<file path="config.mk">
export PLATFORM = sky130hd
export DESIGN_NAME = ex_muldiv_flat
export DESIGN_NICKNAME = d
export VERILOG_FILES = /design/src/rtl/ex_muldiv_if.sv /design/src/rtl/ex_muldiv.sv /design/src/flat_wrapper.sv
export SDC_FILE = /design/constraint.sdc
export NUM_CORES = 1
export LEC_CHECK = 0
export BUFFER_PORTS_ARGS = -buffer_cell sky130_fd_sc_hd__buf_2
export CAP_MARGIN = 0
export CORE_ASPECT_RATIO = 1.4
export CORE_MARGIN = 2
export CORE_UTILIZATION = 54
export DETAILED_ROUTE_END_ITERATION = 6
export GPL_TIMING_DRIVEN = 1
export PLACE_DENSITY = 0.74
export REMOVE_ABC_BUFFERS = 1
export SYNTH_ARGS = -nofsm -noshare
export SYNTH_HDL_FRONTEND = slang
export SYNTH_SLANG_ARGS = --single-unit
</file>
<file path="constraint.sdc">
create_clock -name clk_i -period 6.6 [get_ports clk_i]
set_input_delay 0 -clock clk_i [delete_from_list [all_inputs] [get_ports clk_i]]
set_output_delay 0 -clock clk_i [all_outputs]
set_load 0.005 [all_outputs]
</file>
<file path="src/rtl/ex_muldiv_if.sv">
// ex_muldiv_if: ID/EX-side handshake and result bus of the RV32M execute unit
interface ex_muldiv_if #(parameter int XLEN = 32);
   logic            valid_i;
   logic            is_muldiv_i;
   logic [2:0]      funct3_i;
   logic [XLEN-1:0] rs1_i;
   logic [XLEN-1:0] rs2_i;
   logic [4:0]      rd_i;
   logic            flush_i;
   logic            stall_o;
   logic            done_o;
   logic [XLEN-1:0] result_o;
   logic [4:0]      rd_o;
   logic            busy_o;

   modport master (
      output valid_i, is_muldiv_i, funct3_i, rs1_i, rs2_i, rd_i, flush_i,
      input  stall_o, done_o, result_o, rd_o, busy_o
   );

   modport slave (
      input  valid_i, is_muldiv_i, funct3_i, rs1_i, rs2_i, rd_i, flush_i,
      output stall_o, done_o, result_o, rd_o, busy_o
   );
endinterface

</file>
<file path="src/rtl/ex_muldiv.sv">
// ex_muldiv: iterative RV32M multiply/divide unit; define MULDIV_FAST_MUL_EN for single-cycle multiplies
module ex_muldiv #(parameter int XLEN = 32) (
   input logic        clk_i,
   input logic        rst_i,
   ex_muldiv_if.slave bus
);
   typedef enum logic [1:0] {IDLE, BUSY, DONE} state_t;

   state_t            state;
   logic [4:0]        cnt;
   logic [4:0]        rd_q;
   logic [4:0]        rd_r;
   logic [2:0]        op;
   logic              neg_q;
   logic              neg_r;
   logic              done_q;
   logic [XLEN-1:0]   hi;
   logic [XLEN-1:0]   lo;
   logic [XLEN-1:0]   b;
   logic [XLEN-1:0]   res;
   logic              start;
   logic              sa;
   logic              sb;
   logic              neg_a;
   logic              neg_b;
   logic              dz;
   logic              ovf;
   logic              fast;
   logic [XLEN-1:0]   mag_a;
   logic [XLEN-1:0]   mag_b;
   logic [XLEN-1:0]   short_res;
   logic [XLEN-1:0]   fast_res;
   logic [XLEN-1:0]   nhi;
   logic [XLEN-1:0]   nlo;
   logic [XLEN-1:0]   quo;
   logic [XLEN-1:0]   rem;
   logic [XLEN-1:0]   iter_res;
   logic [XLEN:0]     sum;
   logic [XLEN:0]     t;
   logic [XLEN:0]     d;
   logic [2*XLEN-1:0] prod;

   // decode a starting op: operand signedness, magnitudes and short-circuit cases
   always_comb begin
      start     = state == IDLE && bus.valid_i && bus.is_muldiv_i && !bus.flush_i;
      sa        = bus.funct3_i[2] ? !bus.funct3_i[0] : bus.funct3_i[1:0] != 2'b11;
      sb        = bus.funct3_i[2] ? !bus.funct3_i[0] : bus.funct3_i[1:0] == 2'b01;
      neg_a     = sa && bus.rs1_i[XLEN-1];
      neg_b     = sb && bus.rs2_i[XLEN-1];
      mag_a     = neg_a ? -bus.rs1_i : bus.rs1_i;
      mag_b     = neg_b ? -bus.rs2_i : bus.rs2_i;
      dz        = bus.funct3_i[2] && bus.rs2_i == '0;
      ovf       = bus.funct3_i[2] && !bus.funct3_i[0] && bus.rs1_i == {1'b1, {(XLEN-1){1'b0}}} && bus.rs2_i == '1;
      short_res = dz ? (bus.funct3_i[1] ? bus.rs1_i : '1) : (bus.funct3_i[1] ? '0 : bus.rs1_i);
   end

`ifdef MULDIV_FAST_MUL_EN
   logic [XLEN:0]     fa;
   logic [XLEN:0]     fb;
   logic [2*XLEN-1:0] fp;

   // single-cycle 33x33 signed multiply; unsigned operands get a zero sign bit
   always_comb begin
      fa       = {sa && bus.rs1_i[XLEN-1], bus.rs1_i};
      fb       = {sb && bus.rs2_i[XLEN-1], bus.rs2_i};
      fp       = {{(XLEN-1){fa[XLEN]}}, fa} * {{(XLEN-1){fb[XLEN]}}, fb};
      fast     = !bus.funct3_i[2];
      fast_res = bus.funct3_i[1:0] == 2'b00 ? fp[XLEN-1:0] : fp[2*XLEN-1:XLEN];
   end
`else
   assign fast     = 1'b0;
   assign fast_res = '0;
`endif

   // one shift-add or restoring shift-subtract step on {hi,lo}, plus the signed final result
   always_comb begin
      sum      = {1'b0, hi} + (lo[0] ? {1'b0, b} : '0);
      t        = {hi, lo[XLEN-1]};
      d        = t - {1'b0, b};
      nhi      = op[2] ? (d[XLEN] ? t[XLEN-1:0] : d[XLEN-1:0]) : sum[XLEN:1];
      nlo      = op[2] ? {lo[XLEN-2:0], !d[XLEN]} : {sum[0], lo[XLEN-1:1]};
      prod     = neg_q ? -{nhi, nlo} : {nhi, nlo};
      quo      = neg_q ? -nlo : nlo;
      rem      = neg_r ? -nhi : nhi;
      iter_res = op[2] ? (op[1] ? rem : quo) : (op[1:0] == 2'b00 ? prod[XLEN-1:0] : prod[2*XLEN-1:XLEN]);
   end

   assign bus.stall_o  = rst_i && !bus.flush_i && (start || state == BUSY);
   assign bus.done_o   = done_q && !bus.flush_i;
   assign bus.busy_o   = state != IDLE;
   assign bus.result_o = res;
   assign bus.rd_o     = rd_r;

   // FSM: latch on start, iterate 32 steps in BUSY, publish result on entry to DONE
   always_ff @(posedge clk_i or negedge rst_i) begin
      if (!rst_i) begin
         state  <= IDLE;
         cnt    <= '0;
         op     <= '0;
         rd_q   <= '0;
         rd_r   <= '0;
         neg_q  <= 1'b0;
         neg_r  <= 1'b0;
         done_q <= 1'b0;
         hi     <= '0;
         lo     <= '0;
         b      <= '0;
         res    <= '0;
      end else begin
         done_q <= 1'b0;
         if (bus.flush_i) begin
            state <= IDLE;
         end else begin
            case (state)
               IDLE: begin
                  if (start) begin
                     op    <= bus.funct3_i;
                     rd_q  <= bus.rd_i;
                     neg_q <= neg_a ^ neg_b;
                     neg_r <= neg_a;
                     b     <= mag_b;
                     hi    <= '0;
                     lo    <= mag_a;
                     cnt   <= 5'd31;
                     if (dz || ovf || fast) begin
                        state  <= DONE;
                        done_q <= 1'b1;
                        res    <= (dz || ovf) ? short_res : fast_res;
                        rd_r   <= bus.rd_i;
                     end else begin
                        state <= BUSY;
                     end
                  end
               end
               BUSY: begin
                  hi <= nhi;
                  lo <= nlo;
                  if (cnt == 5'd0) begin
                     state  <= DONE;
                     done_q <= 1'b1;
                     res    <= iter_res;
                     rd_r   <= rd_q;
                  end else begin
                     cnt <= cnt - 5'd1;
                  end
               end
               default: state <= IDLE;
            endcase
         end
      end
   end
endmodule
</file>
<file path="src/flat_wrapper.sv">
// flat-port wrapper written by rule: the top's interface ports become plain ports
module ex_muldiv_flat 
#(parameter int XLEN = 32)
  (clk_i, rst_i, bus_valid_i, bus_is_muldiv_i, bus_funct3_i, bus_rs1_i, bus_rs2_i, bus_rd_i, bus_flush_i, bus_stall_o, bus_done_o, bus_result_o, bus_rd_o, bus_busy_o);
  ex_muldiv_if #(.XLEN(XLEN)) bus_i ();
  input logic clk_i;
  input logic rst_i;
  input wire logic [$bits(bus_i.valid_i)-1:0] bus_valid_i;
  input wire logic [$bits(bus_i.is_muldiv_i)-1:0] bus_is_muldiv_i;
  input wire logic [$bits(bus_i.funct3_i)-1:0] bus_funct3_i;
  input wire logic [$bits(bus_i.rs1_i)-1:0] bus_rs1_i;
  input wire logic [$bits(bus_i.rs2_i)-1:0] bus_rs2_i;
  input wire logic [$bits(bus_i.rd_i)-1:0] bus_rd_i;
  input wire logic [$bits(bus_i.flush_i)-1:0] bus_flush_i;
  output wire logic [$bits(bus_i.stall_o)-1:0] bus_stall_o;
  output wire logic [$bits(bus_i.done_o)-1:0] bus_done_o;
  output wire logic [$bits(bus_i.result_o)-1:0] bus_result_o;
  output wire logic [$bits(bus_i.rd_o)-1:0] bus_rd_o;
  output wire logic [$bits(bus_i.busy_o)-1:0] bus_busy_o;
  assign bus_i.valid_i = bus_valid_i;
  assign bus_i.is_muldiv_i = bus_is_muldiv_i;
  assign bus_i.funct3_i = bus_funct3_i;
  assign bus_i.rs1_i = bus_rs1_i;
  assign bus_i.rs2_i = bus_rs2_i;
  assign bus_i.rd_i = bus_rd_i;
  assign bus_i.flush_i = bus_flush_i;
  assign bus_stall_o = bus_i.stall_o;
  assign bus_done_o = bus_i.done_o;
  assign bus_result_o = bus_i.result_o;
  assign bus_rd_o = bus_i.rd_o;
  assign bus_busy_o = bus_i.busy_o;
  ex_muldiv #(.XLEN(XLEN)) u_core (.clk_i(clk_i), .rst_i(rst_i), .bus(bus_i));
endmodule
</file>
==> reports/metrics.csv <==
stage;metric;value;unit
floorplanning;number of I/O pins;117;
detailed_routing;number of remaining DRC errors;0;
global_routing;gr ovfl total;0;
detailed_routing;drt wl/cell;23.7;µm
final_layout;final core occ;0.613;
worst_hold_path;Worst Hold Class;in -> reg;
timing;fin worst setup slack;1.17;ns
yosys;Synth Instances;2290;
power;Peak VDD IR;0.203;mV
yosys;main flop type after synthesis;dfrtp_1;
placed_design;pre-CTS WS;1.29;ns
setup_path;CP required;6.94;ns
clock_network;CTS Buffer Depth;2;
final_layout;share of layout cells above drive strength 1;0.115;
floorplanning;Initial Util;0.546;
clock_network;Sink Count;151;
timing;Fmax;184;MHz
power;Cell Pwr Density;423;nW/µm²
final_layout;area grow syn2layout;12.1;%
status;run status;finished with violations;
floorplanning;Core ar.;30600;µm²
yosys;syn avg cell area;7.31;µm²
timing;unrepaired setup endpoints after global routing;no;
yosys;synthesized cell area;16700;µm²
clock_network;total number of H-tree levels;4;
detailed_routing;Routed WL;66100;µm
run;maxcap violations;0;
floorplanning;chip height;212;µm
global_routing;antenna violations before repair;0;
detailed_routing;Via Count;18200;
clock_network;Clock transition at path regs;0.08;ns
yosys;EDFF count, synth;0;
final_layout;most common cell after layout, fill and taps aside;nand2_1;
final_layout;most frequent cells in the layout;319 x nand2_1, 217 x o21ai_0, 206 x nor2_1;
placed_design;port bufs;116;
floorplanning;die width;153;µm
timing;slew margin rel.;0.0473;
global_routing;largest net degree at the start of global routing;95;
timing;Final Skew;0.0157;ns
final_layout;Fill cells;2931;
status;failing checks;hold timing;
yosys;asr flop ratio synth;1.00;
global_routing;GR Util All Layers;0.403;
detailed_routing;initial drt markers;1770;
clock_network;Post-CTS Resized;0;
placed_design;gp weighted congestion;1.07;
timing;# setup viols final;0;
yosys;FF+latch count, synth;151;
clock_network;setup bufs post-CTS;0;
setup_path;CP arrival;5.77;ns
yosys;Synth Warn #;0;
floorplanning;die area;32400;µm²
timing;minimum clock period;5.43;ns
timing;Hold WS;-0.00139;ns
final_layout;Antenna Cells;0;
placed_design;DP Wirelength;49000;µm
global_routing;vias in the first global route;17700;
setup_path;startpoint types;flip-flop;
yosys;Netlist cell types;110;
setup_path;WS Path Type;reg -> reg;
detailed_routing;drt via density;6.54;
clock_network;CTS buffer count;17;
detailed_routing;DRT antenna net count;0;
timing;Tcrit/Tclk final;0.822;
timing;Final Max Tran Viols;0;
timing;Hold Vio Cnt, Final;1;
clock_network;Skew-Pair Late Insertion Delay;0.47;ns
global_routing;global-route wire length before repair;102000;µm
timing;Worst Max-Slew Pin Slew;1.42;ns
final_layout;final net count;2535;
clock_network;Post-CTS Hold Fix Bufs;59;
clock_network;Root Driver;clkbuf_16;
floorplanning;Rows;76;
setup_path;Worst Setup End Kind;flip-flop;
detailed_routing;drt pass-1 iters;6;
yosys;Seq/Total Area, Yosys;0.226;
clock_network;clock tree from TritonCTS;built;
setup_path;worst-path fanout max;15;
power;leakage;0.00797;µW
-- metrics by stage --
| step | cells | TNS [ns] | area [µm²] | power [µW] | hold WS (ns) |
|---|---|---|---|---|---|
| floorplan | 2152 | -0.668 | 16100 | 5080 | -0.296 |
| global placement | 2697 | 0 | 17600 | 6630 | 0.0696 |
| detailed placement | 2697 | 0 | 17600 | 6660 | 0.0706 |
| CTS | 2788 | 0 | 18800 | 7780 | 0.000485 |
| global route | 2788 | 0 | 18800 | 8400 | 0.0117 |
| finish | 2788 | 0 | 18800 | 7930 | -0.00139 |
-- power breakdown --
group	switching [µW]	leakage (µW)	internal [µW]	total [µW]
Combinational	3510	0.00576	1920	5430
Sequential	311	0.00192	1120	1430
Clock	524	0.000295	546	1070
-- state kept, by name, summed over array words and instances (netlist names) --
name / count
u_core.lo: 32
u_core.neg_q: 1
u_core.bus.rd_o: 5
u_core.state: 2
u_core.neg_r: 1
u_core.b: 32
u_core.done_q: 1
u_core.rd_q: 5
u_core.cnt: 5
u_core.op: 3
u_core.hi: 32
u_core.bus.result_o: 32
-- critical path: stages (launching register included) --
cell and delay [ns]:
dfrtp_1 0.39, inv_1 0.09, ha_1 0.22, fa_1 0.40, nand2b_1 0.19, a21o_1 0.21, a32o_2 0.33, o21ai_4 0.23
a31o_2 0.24, buf_4 0.26, nor3_4 0.09, mux2i_1 0.15, o21bai_1 0.30, ha_1 0.29, or4b_1 0.53, and2b_2 0.34
and4_1 0.32, a41oi_1 0.16, xor2_1 0.16, o21ai_0 0.09, a221o_1 0.31
-- final timing paths --
path / endpoint / slack (ns) / startpoint / depth (start not counted)
min in group asynchronous: u_core.b[10] / 0.12 / rst_i / 2
setup / recovery: u_core.bus.result_o[28] / 1.17 / u_core.lo[31] / 20
setup reg to reg: u_core.bus.result_o[28] / 1.17 / u_core.lo[31] / 20
hold reg to reg: u_core.rd_q[2] / 0.48 / u_core.rd_q[2] / 2
max in group asynchronous: u_core.b[28] / 4.67 / rst_i / 4
hold / removal: u_core.b[23] / -0.001 / bus_rs2_i[23] / 3
-- cells in the mapped netlist (38+ instances only) --
cell,count,share of area
inv_1,76,0.017
dfrtp_1,151,0.23
o21ai_0,217,0.065
mux2i_1,44,0.026
clkbuf_1,96,0.022
xor2_1,69,0.036
a31oi_1,38,0.014
nand2_1,319,0.072
nor2_1,207,0.046
a21oi_1,189,0.057
and2_1,46,0.017
ha_1,71,0.053
nand3_1,71,0.021
xnor2_1,114,0.060
nor3_1,58,0.017
o31ai_1,40,0.018
-- metal layers --
metal,wire length (µm),GRT usage,vias up
met5,0,0,-
met4,5350,0.292,0
met3,4530,0.0595,257
met2,31100,0.675,915
met1,25100,0.472,8581
li1,-,-,8472
-- layout make-up --
cell class / count / area, µm² / area share
timing repair buffer: 214 / 1470 / 0.0784
clock buffer: 17 / 425 / 0.0227
clock inverter: 15 / 184 / 0.00981
sequential: 151 / 3780 / 0.202
multi-input combinational: 1924 / 12100 / 0.646
tap: 390 / 488 / 0.0260
inverter: 77 / 289 / 0.0154
-- cell families after synthesis --
logic type | after synthesis | synth area share
DFF | 151 | 0.226
AOI/OAI and AO/OA | 716 | 0.275
and+or+nand+nor | 897 | 0.262
muxes | 55 | 0.0339
xor gates and xnor gates | 183 | 0.0958
adders and majority gates | 73 | 0.0555
buffers and inverters | 215 | 0.0524
Power figures use the tool's default switching activity.
